--- config.mk ---
export PLATFORM = sky130hd
export DESIGN_NAME = bus_demux_1x2
export DESIGN_NICKNAME = d
export VERILOG_FILES = /design/src/rtl/bus_demux_1x2.sv
export SDC_FILE = /design/constraint.sdc
export NUM_CORES = 1
export LEC_CHECK = 0
export CORE_MARGIN = 4
export CORE_UTILIZATION = 39
export DETAILED_ROUTE_END_ITERATION = 10
export PLACE_DENSITY = 0.83
export SKIP_CTS_REPAIR_TIMING = 1
export SLEW_MARGIN = 20
export SYNTH_ARGS = -nofsm -noshare
export SYNTH_HDL_FRONTEND = slang
export SYNTH_SLANG_ARGS = --single-unit
export TNS_END_PERCENT = 30
--- constraint.sdc ---
create_clock -name clk -period 2.3 [get_ports clk]
set_input_delay 0.345 -clock clk [delete_from_list [all_inputs] [get_ports clk]]
set_output_delay 0.345 -clock clk [all_outputs]
set_load 0.05 [all_outputs]
--- src/rtl/bus_demux_1x2.sv ---
// ---------------------------------------------------------------------------
// bus_demux_1x2
//
// Purpose:
//   Routes one upstream request at a time to either the memory port (m0) or
//   the peripheral port (m1), based on an address compare. It waits for the
//   chosen port to complete, then returns a one-cycle response upstream. If
//   the port does not finish within TIMEOUT cycles, the transaction is closed
//   with an error response.
//
// Parameters:
//   ADDR_W   address width
//   DATA_W   data width (byte enables are DATA_W/8 wide)
//   IO_BASE  base of the peripheral region
//   IO_MASK  mask applied to the address before comparing with IO_BASE
//   TIMEOUT  cycles allowed in ISSUE+WAIT before an error response (2..255)
//
// Ports:
//   clk, rst_n                    clock, asynchronous active-low reset
//   req_valid/req_ready           upstream request handshake
//   req_we/addr/wdata/be          upstream request fields
//   rsp_valid/rsp_rdata/rsp_err   one-cycle upstream response
//   mX_valid/mX_ready             downstream request handshake (X = 0, 1)
//   mX_we/addr/wdata/be           latched request fields towards port X
//   mX_rvalid/mX_rdata            downstream completion and read data
// ---------------------------------------------------------------------------
module bus_demux_1x2 #(
    parameter int                ADDR_W  = 32,
    parameter int                DATA_W  = 32,
    parameter logic [ADDR_W-1:0] IO_BASE = 32'h0000_8000,
    parameter logic [ADDR_W-1:0] IO_MASK = 32'hFFFF_8000,
    parameter int                TIMEOUT = 16
) (
    input  logic                  clk,
    input  logic                  rst_n,

    input  logic                  req_valid,
    output logic                  req_ready,
    input  logic                  req_we,
    input  logic [ADDR_W-1:0]     req_addr,
    input  logic [DATA_W-1:0]     req_wdata,
    input  logic [DATA_W/8-1:0]   req_be,

    output logic                  rsp_valid,
    output logic [DATA_W-1:0]     rsp_rdata,
    output logic                  rsp_err,

    output logic                  m0_valid,
    input  logic                  m0_ready,
    output logic                  m0_we,
    output logic [ADDR_W-1:0]     m0_addr,
    output logic [DATA_W-1:0]     m0_wdata,
    output logic [DATA_W/8-1:0]   m0_be,
    input  logic                  m0_rvalid,
    input  logic [DATA_W-1:0]     m0_rdata,

    output logic                  m1_valid,
    input  logic                  m1_ready,
    output logic                  m1_we,
    output logic [ADDR_W-1:0]     m1_addr,
    output logic [DATA_W-1:0]     m1_wdata,
    output logic [DATA_W/8-1:0]   m1_be,
    input  logic                  m1_rvalid,
    input  logic [DATA_W-1:0]     m1_rdata
);

    localparam int BE_W = DATA_W / 8;

    // The last cycle allowed in ISSUE+WAIT has count TIMEOUT-1.
    localparam logic [7:0] CNT_TERM = 8'(TIMEOUT - 1);

    typedef enum logic [1:0] {
        IDLE  = 2'd0,
        ISSUE = 2'd1,
        WAIT  = 2'd2,
        RESP  = 2'd3
    } state_e;

    state_e              state_q, state_d;
    logic                we_q, we_d;
    logic [ADDR_W-1:0]   addr_q, addr_d;
    logic [DATA_W-1:0]   wdata_q, wdata_d;
    logic [BE_W-1:0]     be_q, be_d;
    logic                sel_q, sel_d;
    logic [7:0]          cnt_q, cnt_d;
    logic [DATA_W-1:0]   rsp_rdata_q, rsp_rdata_d;
    logic                rsp_err_q, rsp_err_d;

    logic                addrIsIo;
    logic                selReady;
    logic                selRvalid;
    logic [DATA_W-1:0]   selRdata;
    logic                cntTerm;

    // Exactly one port per address: peripheral on a masked match, else memory.
    assign addrIsIo = ((req_addr & IO_MASK) == IO_BASE);

    // Only the selected port's handshake signals are considered. This makes
    // stray completions from the other port invisible to the FSM.
    assign selReady  = sel_q ? m1_ready  : m0_ready;
    assign selRvalid = sel_q ? m1_rvalid : m0_rvalid;
    assign selRdata  = sel_q ? m1_rdata  : m0_rdata;
    assign cntTerm   = (cnt_q == CNT_TERM);

    // State register and all latched fields.
    always_ff @(posedge clk or negedge rst_n) begin
        if (!rst_n) begin
            state_q     <= IDLE;
            we_q        <= 1'b0;
            addr_q      <= '0;
            wdata_q     <= '0;
            be_q        <= '0;
            sel_q       <= 1'b0;
            cnt_q       <= '0;
            rsp_rdata_q <= '0;
            rsp_err_q   <= 1'b0;
        end else begin
            state_q     <= state_d;
            we_q        <= we_d;
            addr_q      <= addr_d;
            wdata_q     <= wdata_d;
            be_q        <= be_d;
            sel_q       <= sel_d;
            cnt_q       <= cnt_d;
            rsp_rdata_q <= rsp_rdata_d;
            rsp_err_q   <= rsp_err_d;
        end
    end

    // Next-state logic.
    // The response registers change only on entry to RESP, so they keep
    // their last values at all other times. In WAIT, a completion takes
    // priority over the timeout. In ISSUE, the timeout takes priority, so
    // no completion can be accepted after the error response.
    always_comb begin
        state_d     = state_q;
        we_d        = we_q;
        addr_d      = addr_q;
        wdata_d     = wdata_q;
        be_d        = be_q;
        sel_d       = sel_q;
        cnt_d       = cnt_q;
        rsp_rdata_d = rsp_rdata_q;
        rsp_err_d   = rsp_err_q;

        unique case (state_q)
            IDLE: begin
                if (req_valid && req_ready) begin
                    we_d    = req_we;
                    addr_d  = req_addr;
                    wdata_d = req_wdata;
                    be_d    = req_be;
                    sel_d   = addrIsIo;
                    cnt_d   = '0;
                    state_d = ISSUE;
                end
            end
            ISSUE: begin
                cnt_d = cnt_q + 8'd1;
                if (cntTerm) begin
                    rsp_err_d   = 1'b1;
                    rsp_rdata_d = '0;
                    state_d     = RESP;
                end else if (selReady) begin
                    state_d = WAIT;
                end
            end
            WAIT: begin
                cnt_d = cnt_q + 8'd1;
                if (selRvalid) begin
                    rsp_err_d   = 1'b0;
                    rsp_rdata_d = we_q ? '0 : selRdata;
                    state_d     = RESP;
                end else if (cntTerm) begin
                    rsp_err_d   = 1'b1;
                    rsp_rdata_d = '0;
                    state_d     = RESP;
                end
            end
            RESP: begin
                state_d = IDLE;
            end
            default: begin
                state_d = IDLE;
            end
        endcase
    end

    // Output decode.
    // req_ready is gated with rst_n so that it reads 0 while reset is held.
    // It rises as soon as reset is released.
    always_comb begin
        req_ready = rst_n && (state_q == IDLE);
        m0_valid  = (state_q == ISSUE) && !sel_q;
        m1_valid  = (state_q == ISSUE) &&  sel_q;
        rsp_valid = (state_q == RESP);
    end

    assign rsp_rdata = rsp_rdata_q;
    assign rsp_err   = rsp_err_q;

    // Both ports see the same latched fields; only the valid strobes differ.
    assign m0_we    = we_q;
    assign m0_addr  = addr_q;
    assign m0_wdata = wdata_q;
    assign m0_be    = be_q;
    assign m1_we    = we_q;
    assign m1_addr  = addr_q;
    assign m1_wdata = wdata_q;
    assign m1_be    = be_q;

endmodule

## Word-level counts from Yosys, hierarchy flattened

Index checks and enable logic that the tools add are counted.

| operators by class | value |
|---|---|
| add/sub/neg operators | 1 |
| equal/unequal tests | 8 |
| muxes and demuxes | 18 |
| reduce and logical (&&, ||, !) cells | 12 |

Operators by type and width:

| cell | count |
|---|---|
| 32-bit 2-to-1 mux | 4 |
| 32-bit one-hot mux with 2 select lines | 1 |
| 17-bit by 1-bit == test with 1-bit output, second input constant | 1 |
| 8-bit one-hot mux with 2 select lines | 1 |
| 2-bit 2-to-1 mux | 5 |
| 8-bit by 1-bit adder with 8-bit output, second input constant | 1 |
| 8-bit by 4-bit == test with 1-bit output, second input constant | 1 |
| 8-bit 2-to-1 mux | 1 |
| 2-bit one-hot mux with 4 select lines | 1 |
| 3-bit != test, second input constant | 2 |
| 2-bit == test, second input constant | 2 |
| 1-bit logical AND | 4 |
| 1-bit 2-to-1 mux | 4 |
| 2-bit AND reduction | 2 |
| 2-bit nonzero test | 2 |
| 3-bit AND reduction | 1 |
| 2-bit by 1-bit == test with 1-bit output, second input constant | 1 |
| 2-bit zero test | 1 |
| 2-bit != test, second input constant | 1 |
| 1-bit one-hot mux with 2 select lines | 1 |
| 2-bit OR reduction | 1 |
| 1-bit zero test | 1 |

| storage, ports and cells | value |
|---|---|
| bits in registers | 113 |
| input bits | 140 |
| output and inout port bits | 175 |
| word-level logic and storage cells | 48 |

## Longest topological paths before layout

Gate-level depths: netlist of run 1.

| depth | value |
|---|---|
| depth after elaboration | 5 |
| depth in mapped cells | 7 |
| depth with buffers taken out | 6 |

## Least setup slack after synthesis of run 1

OpenSTA, ideal clock, no wires.

| path | value |
|---|---|
| path kind | reg-to-output |
| from | register state_q[1] |
| to | output m0_valid |
| arrival time | 1.400 ns |
| data required time | 1.955 ns |
| path slack | 0.555 ns |
| cell stages (with the launch flop) | 4 |
| path buffers | 0 |
| path through | dfrtp_1 -> inv_1 -> ha_1 -> nor2b_1 |

| between the ends | value |
|---|---|
| cells in the longest elaborated chain, start to end | 2 |

RTL lines:

| what | RTL line | text |
|---|---|---|
| from (decl) | 79 | `state_e state_q, state_d;` |
| from (signal assigned) | 118 | `state_q <= state_d;` |
| 2-bit by 1-bit == test with 1-bit output | 194 | `m0_valid = (state_q == ISSUE) && !sel_q;` |
| 1-bit logical AND | 194 |  |
| to (decl) | 48 | `output logic m0_valid,` |

No other way between the ends.

## Worst setup path after layout of run 1

| path | value |
|---|---|
| from | register state_q[1] |
| to | output rsp_valid |

| between the ends | value |
|---|---|
| cells in the longest elaborated chain, start to end | 1 |

RTL lines:

| what | RTL line | text |
|---|---|---|
| 2-bit == test | 196 | `rsp_valid = (state_q == RESP);` |
| to (decl) | 44 | `output logic rsp_valid,` |

No other way between the ends.

==> flow_summary.json, run 1 <==
{
  "outcome": "finished, final reports clean",
  "synthesis.nets": 619,
  "route.antenna.remaining_nets": 0,
  "layout.area.seq_um2": 2830,
  "antennaDiodeCount": 0,
  "synth.top_cell.area_share": 0.495,
  "antenna_found_initial": 0,
  "rsz_0062_raised_after_global_routing": "no",
  "multi_input_area_um2": 2200,
  "cts_made_buffers": 17,
  "die_h_um": 129,
  "grt_max_degree": 54,
  "max_buffers_root_to_sink": 2,
  "postRouteWirelength_mm": 16.3,
  "placementRows": 43,
  "setup-tns-final_ns": 0,
  "hold_viol_final": 0,
  "crit_arrival_ns": 1.81,
  "min_period_ns": 2.15,
  "clock_insertion_delay_worst_skew_ns": 0.41,
  "finalWeightedCongestion": 0.762,
  "final_area_um2": 9160,
  "global_route.usage.met1": 0.209,
  "syn-cell-area_um2": 5720,
  "dp_hpwl_mm": 12.7,
  "synth_cell_types": 40,
  "die_area_um2": 16700,
  "end_kind": "output pin",
  "r2r-start": "state_q[0]",
  "numClockSinks": 113,
  "top_usage_layer_grt": "met2",
  "chipWidth_um": 129,
  "post_synth_main_area_contributors": "dfrtp_1 49%, mux2_1 14%, buf_4 9.2%",
  "most_frequent_cell_after_synthesis": "dfrtp_1",
  "crit_path_max_fanout": 5,
  "maxCapViolations": 0,
  "cts-htree-levels": 4,
  "numPortBuffers": 314,
  "worst_hold_path_type": "in -> async",
  "worstSetupPathType": "reg -> out",
  "drc": 0,
  "ff2ff_path_depth": 6,
  "initialDrtViolationCount": 118,
  "timing_max_transition_violations_final": 0,
  "global_route_wire_length_before_repair_mm": 25.6,
  "dominantRegCellSynth": "dfrtp_1",
  "postSynth.asyncResetShare": 1.00,
  "syn_avg_cell_area_um2": 12.1,
  "required_time_of_the_worst_setup_path_ns": 1.96,
  "synth_top_cell_by_area": "dfrtp_1",
  "io_pins": 315,
  "detailedRoute.firstPassIterationCount": 4,
  "dpl_cell_area_um2": 8530,
  "syn-instance-count": 473,
  "place.detailed.instances": 886,
  "synth.ff_latch_count": 113,
  "r2r_end": "cnt_q[7]",
  "tritoncts": "built",
  "placeableCoreArea_um2": 14100,
  "final.fill_count": 1075,
  "setup.worst_path.start_class": "register",
  "clk_root_buffer_cell": "clkbuf_16",
  "tightest_slew_ns": 0.652,
  "max_freq_ghz": 0.465,
  "yosys_warnings": 0,
  "wl_per_cell_um": 17.8,
  "synth_seq_area_share": 0.495,
  "clock_skew_ns": 0.0117,
  "vias_per_cell": 4.88,
  "drive_above_1_share": 0.118,
  "number_of_nets_in_the_layout": 871,
  "slew_headroom": 0.565,
  "finish.cell_count_without_fillers": 917,
  "number_of_global_route_vias_before_repair": 5109,
  "num_vias": 4479,
  "finalSetupViolations": 0,
  "grt.met2_usage": 0.352,
  "timing.final.crit_share": 0.935,
  "area_delta_synth_final_pct": 60.3,
  "overflow": 0,
  "synth_enable_flop_cells": 0,
  "slack_of_the_worst_reg_to_reg_path_ns": 0.33,
  "grtUsageTotal": 0.195,
  "met3_use_gr": 0.0672,
  "reg_clk_slew_reported_paths_ns": 0.05,
  "initial_core_util": 0.405,
  "most_common_library_cells_after_synthesis": "113 x dfrtp_1, 70 x buf_4, 70 x mux2_1"
}
-- sequential cells by signal, summed over array words and instances (netlist names) --
signal     cells
sel_q          1
m0_wdata      32
rsp_rdata     32
m0_addr       32
state_q        2
rsp_err        1
cnt_q          8
m0_be          4
m0_we          1
-- placed cells by master, fill, tap and decap left out, drive strengths merged, types with 2 or more instances in the layout --
cell             n
clkdlybuf4s50  308
dfrtp          113
mux2            72
nand2           41
mux2i           34
or3             32
a21oi           30
clkbuf          21
buf             19
ha               6
inv              5
o21ai            5
a21boi           4
a22o             4
bufinv           4
a21o             3
nor3             3
clkinv           3
clkinvlp         3
nand3            3
or4              3
nor2             3
and2             2
o32ai            2
nor4             2
-- per-layer routing --
layer / vias to the layer above / routed length [um] / part of all wire
met5: - / 0 / 0
met4: 0 / 355 / 0.022
met3: 29 / 1230 / 0.076
met2: 189 / 8610 / 0.53
met1: 2175 / 6080 / 0.37
li1: 2086 / - / -
-- per-stage QoR --
step                      utilization  hold WS (ns)  setup slack [ns]
after global placement          0.605         0.434             0.387
final                           0.650        0.0208             0.150
after detailed placement        0.605         0.452             0.310
after CTS                       0.650        0.0174             0.126
after floorplan                     -        0.0494             0.555
after global routing            0.650        0.0322            0.0706
-- layout make-up --
type | instances | area share
clock buffers | 21 | 0.0514
multi-input cells | 261 | 0.240
repair buffers | 327 | 0.356
flip-flops and latches | 113 | 0.309
clock inverters | 10 | 0.0172
inverters | 5 | 0.00205
well taps | 180 | 0.0246
-- worst max path at each step --
stage	startpoint	to	slack [ns]	depth (start not counted)
after floorplan	state_q[1]	m0_valid	0.55	3
after global placement	m1_rvalid	rsp_rdata[29]	0.39	6
after detailed placement	m1_rvalid	rsp_rdata[30]	0.31	6
after CTS	state_q[1]	rsp_valid	0.13	2
after global routing	state_q[1]	rsp_valid	0.07	2
final	state_q[1]	rsp_valid	0.15	2
-- worst max-delay path, cell delays in order, from the launching register on --
cell and delay [ns]:
dfrtp_1 0.40, ha_1 0.17, clkdlybuf4s50_1 0.83
-- cells by family after synthesis --
| kind of cell | after synthesis | synth area share |
|---|---|---|
| adder cells (fa/ha/maj) | 6 | 0.0131 |
| flip-flops | 113 | 0.495 |
| AO/OA/AOI/OAI | 54 | 0.0782 |
| buffers and inverters | 99 | 0.123 |
| multiplexers | 106 | 0.201 |
| AND/OR/NAND/NOR | 95 | 0.0891 |
Power of run 1 is left out: the tool's default activity adds up to more than one toggle a clock period on the data nets, which glitch-free logic cannot reach.
==> inputs of run 2 (changes only) <==
--- a/config.mk
+++ b/config.mk
@@ -5,7 +5,7 @@
 export SDC_FILE = /design/constraint.sdc
 export NUM_CORES = 1
 export LEC_CHECK = 0
-export CORE_MARGIN = 4
+export CORE_MARGIN = 2
 export CORE_UTILIZATION = 39
 export DETAILED_ROUTE_END_ITERATION = 10
 export PLACE_DENSITY = 0.83
==> run 2 against run 1 <==
Compared with the run above: wire length shrank 3.2%; clock-buffer cell count grew 5; first-iteration DRC count grew 61%; sequential cell count is the same; cell count grew 0.11%; sequential share of layout area grew 0.23 points; global-route usage grew 0.43 points; cell area shrank 0.75%; register-to-register slack is essentially flat; setup slack gained 0.14 ns; maximum frequency grew 7.1%; critical endpoint is now m1_addr[27]; largest cell class unchanged.
==> flow_summary.json, run 2 (synthesis results as in run 1) <==
{
  "outcome": "finished, final reports clean",
  "clock_insertion_delay_worst_skew_ns": 0.41,
  "placementRows": 44,
  "setup.worst_path.start_class": "register",
  "numPortBuffers": 314,
  "r2r-start": "state_q[0]",
  "tritoncts": "built",
  "hold_viol_final": 0,
  "placeableCoreArea_um2": 14400,
  "tightest_slew_ns": 0.883,
  "ff2ff_path_depth": 6,
  "final.fill_count": 1098,
  "multi_input_area_um2": 2200,
  "clk_root_buffer_cell": "clkbuf_16",
  "finalWeightedCongestion": 0.791,
  "overflow": 0,
  "timing_max_transition_violations_final": 0,
  "max_buffers_root_to_sink": 2,
  "max_freq_ghz": 0.498,
  "crit_arrival_ns": 1.66,
  "maxCapViolations": 0,
  "capturing_instance_or_port_of_the_critical_path": "m1_addr[27]",
  "vias_per_cell": 4.89,
  "global_route_wire_length_before_repair_mm": 24.8,
  "chipWidth_um": 125,
  "postRouteWirelength_mm": 15.8,
  "initial_core_util": 0.396,
  "io_pins": 315,
  "end_kind": "output pin",
  "number_of_nets_in_the_layout": 869,
  "critPathSlowestCell": "clkdlybuf4s50_1",
  "leading_cell_type_in_the_layout_fill_and_taps_excluded": "clkdlybuf4s50_1",
  "worst_hold_path_type": "in -> async",
  "grtUsageTotal": 0.200,
  "antennaDiodeCount": 0,
  "drive_above_1_share": 0.112,
  "r2r_end": "cnt_q[7]",
  "required_time_of_the_worst_setup_path_ns": 1.96,
  "slowest_delay_ns": 0.84,
  "die_area_um2": 15600,
  "grt_max_degree": 112,
  "wl_per_cell_um": 17.2,
  "crit_path_start": "m0_addr[27]",
  "crit_path_max_fanout": 3,
  "timing.final.crit_share": 0.873,
  "antenna_found_initial": 0,
  "reg_clk_slew_reported_paths_ns": 0.05,
  "route.antenna.remaining_nets": 0,
  "area_delta_synth_final_pct": 59.1,
  "clock_skew_ns": 0.00676,
  "rsz_0062_raised_after_global_routing": "no",
  "crit_family": "buffers and inverters",
  "crit_path_cell_trace": "clkdlybuf4s50_1",
  "dp_hpwl_mm": 11.8,
  "slack_of_the_worst_reg_to_reg_path_ns": 0.32,
  "drc": 0,
  "final_cell_mix": "307 x clkdlybuf4s50_1, 112 x dfrtp_1, 70 x mux2_1",
  "numClockSinks": 113,
  "finalSetupViolations": 0,
  "worstSetupPathType": "reg -> out",
  "cts_made_buffers": 17,
  "min_period_ns": 2.01,
  "critical_path_buf_inv_count": 1,
  "layout.area.seq_um2": 2830,
  "slew_headroom": 0.411,
  "cts-htree-levels": 4,
  "initialDrtViolationCount": 190,
  "die_h_um": 125,
  "num_vias": 4490,
  "setup-tns-final_ns": 0,
  "number_of_global_route_vias_before_repair": 4806,
  "detailedRoute.firstPassIterationCount": 4,
  "crit_cells": 1
}
run 2: changes by cell type in the layout (fill, tap and decap cells not counted), sizes merged:
cell / delta
bufinv: -4
clkinv: -1
dlygate4sd3: +1
buf: -2
clkinvlp: -1
clkbuf: +5
clkdlybuf4s50: -1
run 2: how the worst min path moves through the flow:
stage,depth (start not counted),startpoint,end,slack [ns]
after floorplan,0,rst_n,cnt_q[0],0.05
final,2,rst_n,state_q[0],0.32
after CTS,1,rst_n,state_q[0],-0.27
after global placement,1,rst_n,state_q[1],0.17
after global routing,2,rst_n,state_q[0],0.30
after detailed placement,1,rst_n,state_q[0],0.17
run 2: per-stage QoR:
stage,instance area (um2),std cells,util,setup WS [ns],hold slack (ns)
2_1_floorplan,5720,473,-,0.555,0.0494
3_3_place_gp,8540,887,0.592,0.314,0.166
3_5_place_dp,8540,887,0.592,0.253,0.166
4_1_cts,9080,917,0.630,0.245,-0.269
5_1_grt,9090,918,0.630,0.160,0.304
6_report,9090,918,0.630,0.293,0.324
run 2: layer usage:
metal  vias to the layer above  global-route usage  wire length (um)
met2                       173               0.358              8360
met3                        19              0.0608              1030
met4                         0              0.0667               295
li1                       2087                   -                 -
met5                         -                   0                 0
met1                      2211               0.227              6080
run 2: cell type report:
type,instances,share of cell area
Clock buffer,26,0.0571
Timing Repair Buffer,325,0.360
Multi-Input combinational cell,261,0.242
Clock inverter,4,0.00275
Tap cell,184,0.0253
Sequential cell,113,0.311
Inverter,5,0.00206
Power of run 2 is left out for the same reason.
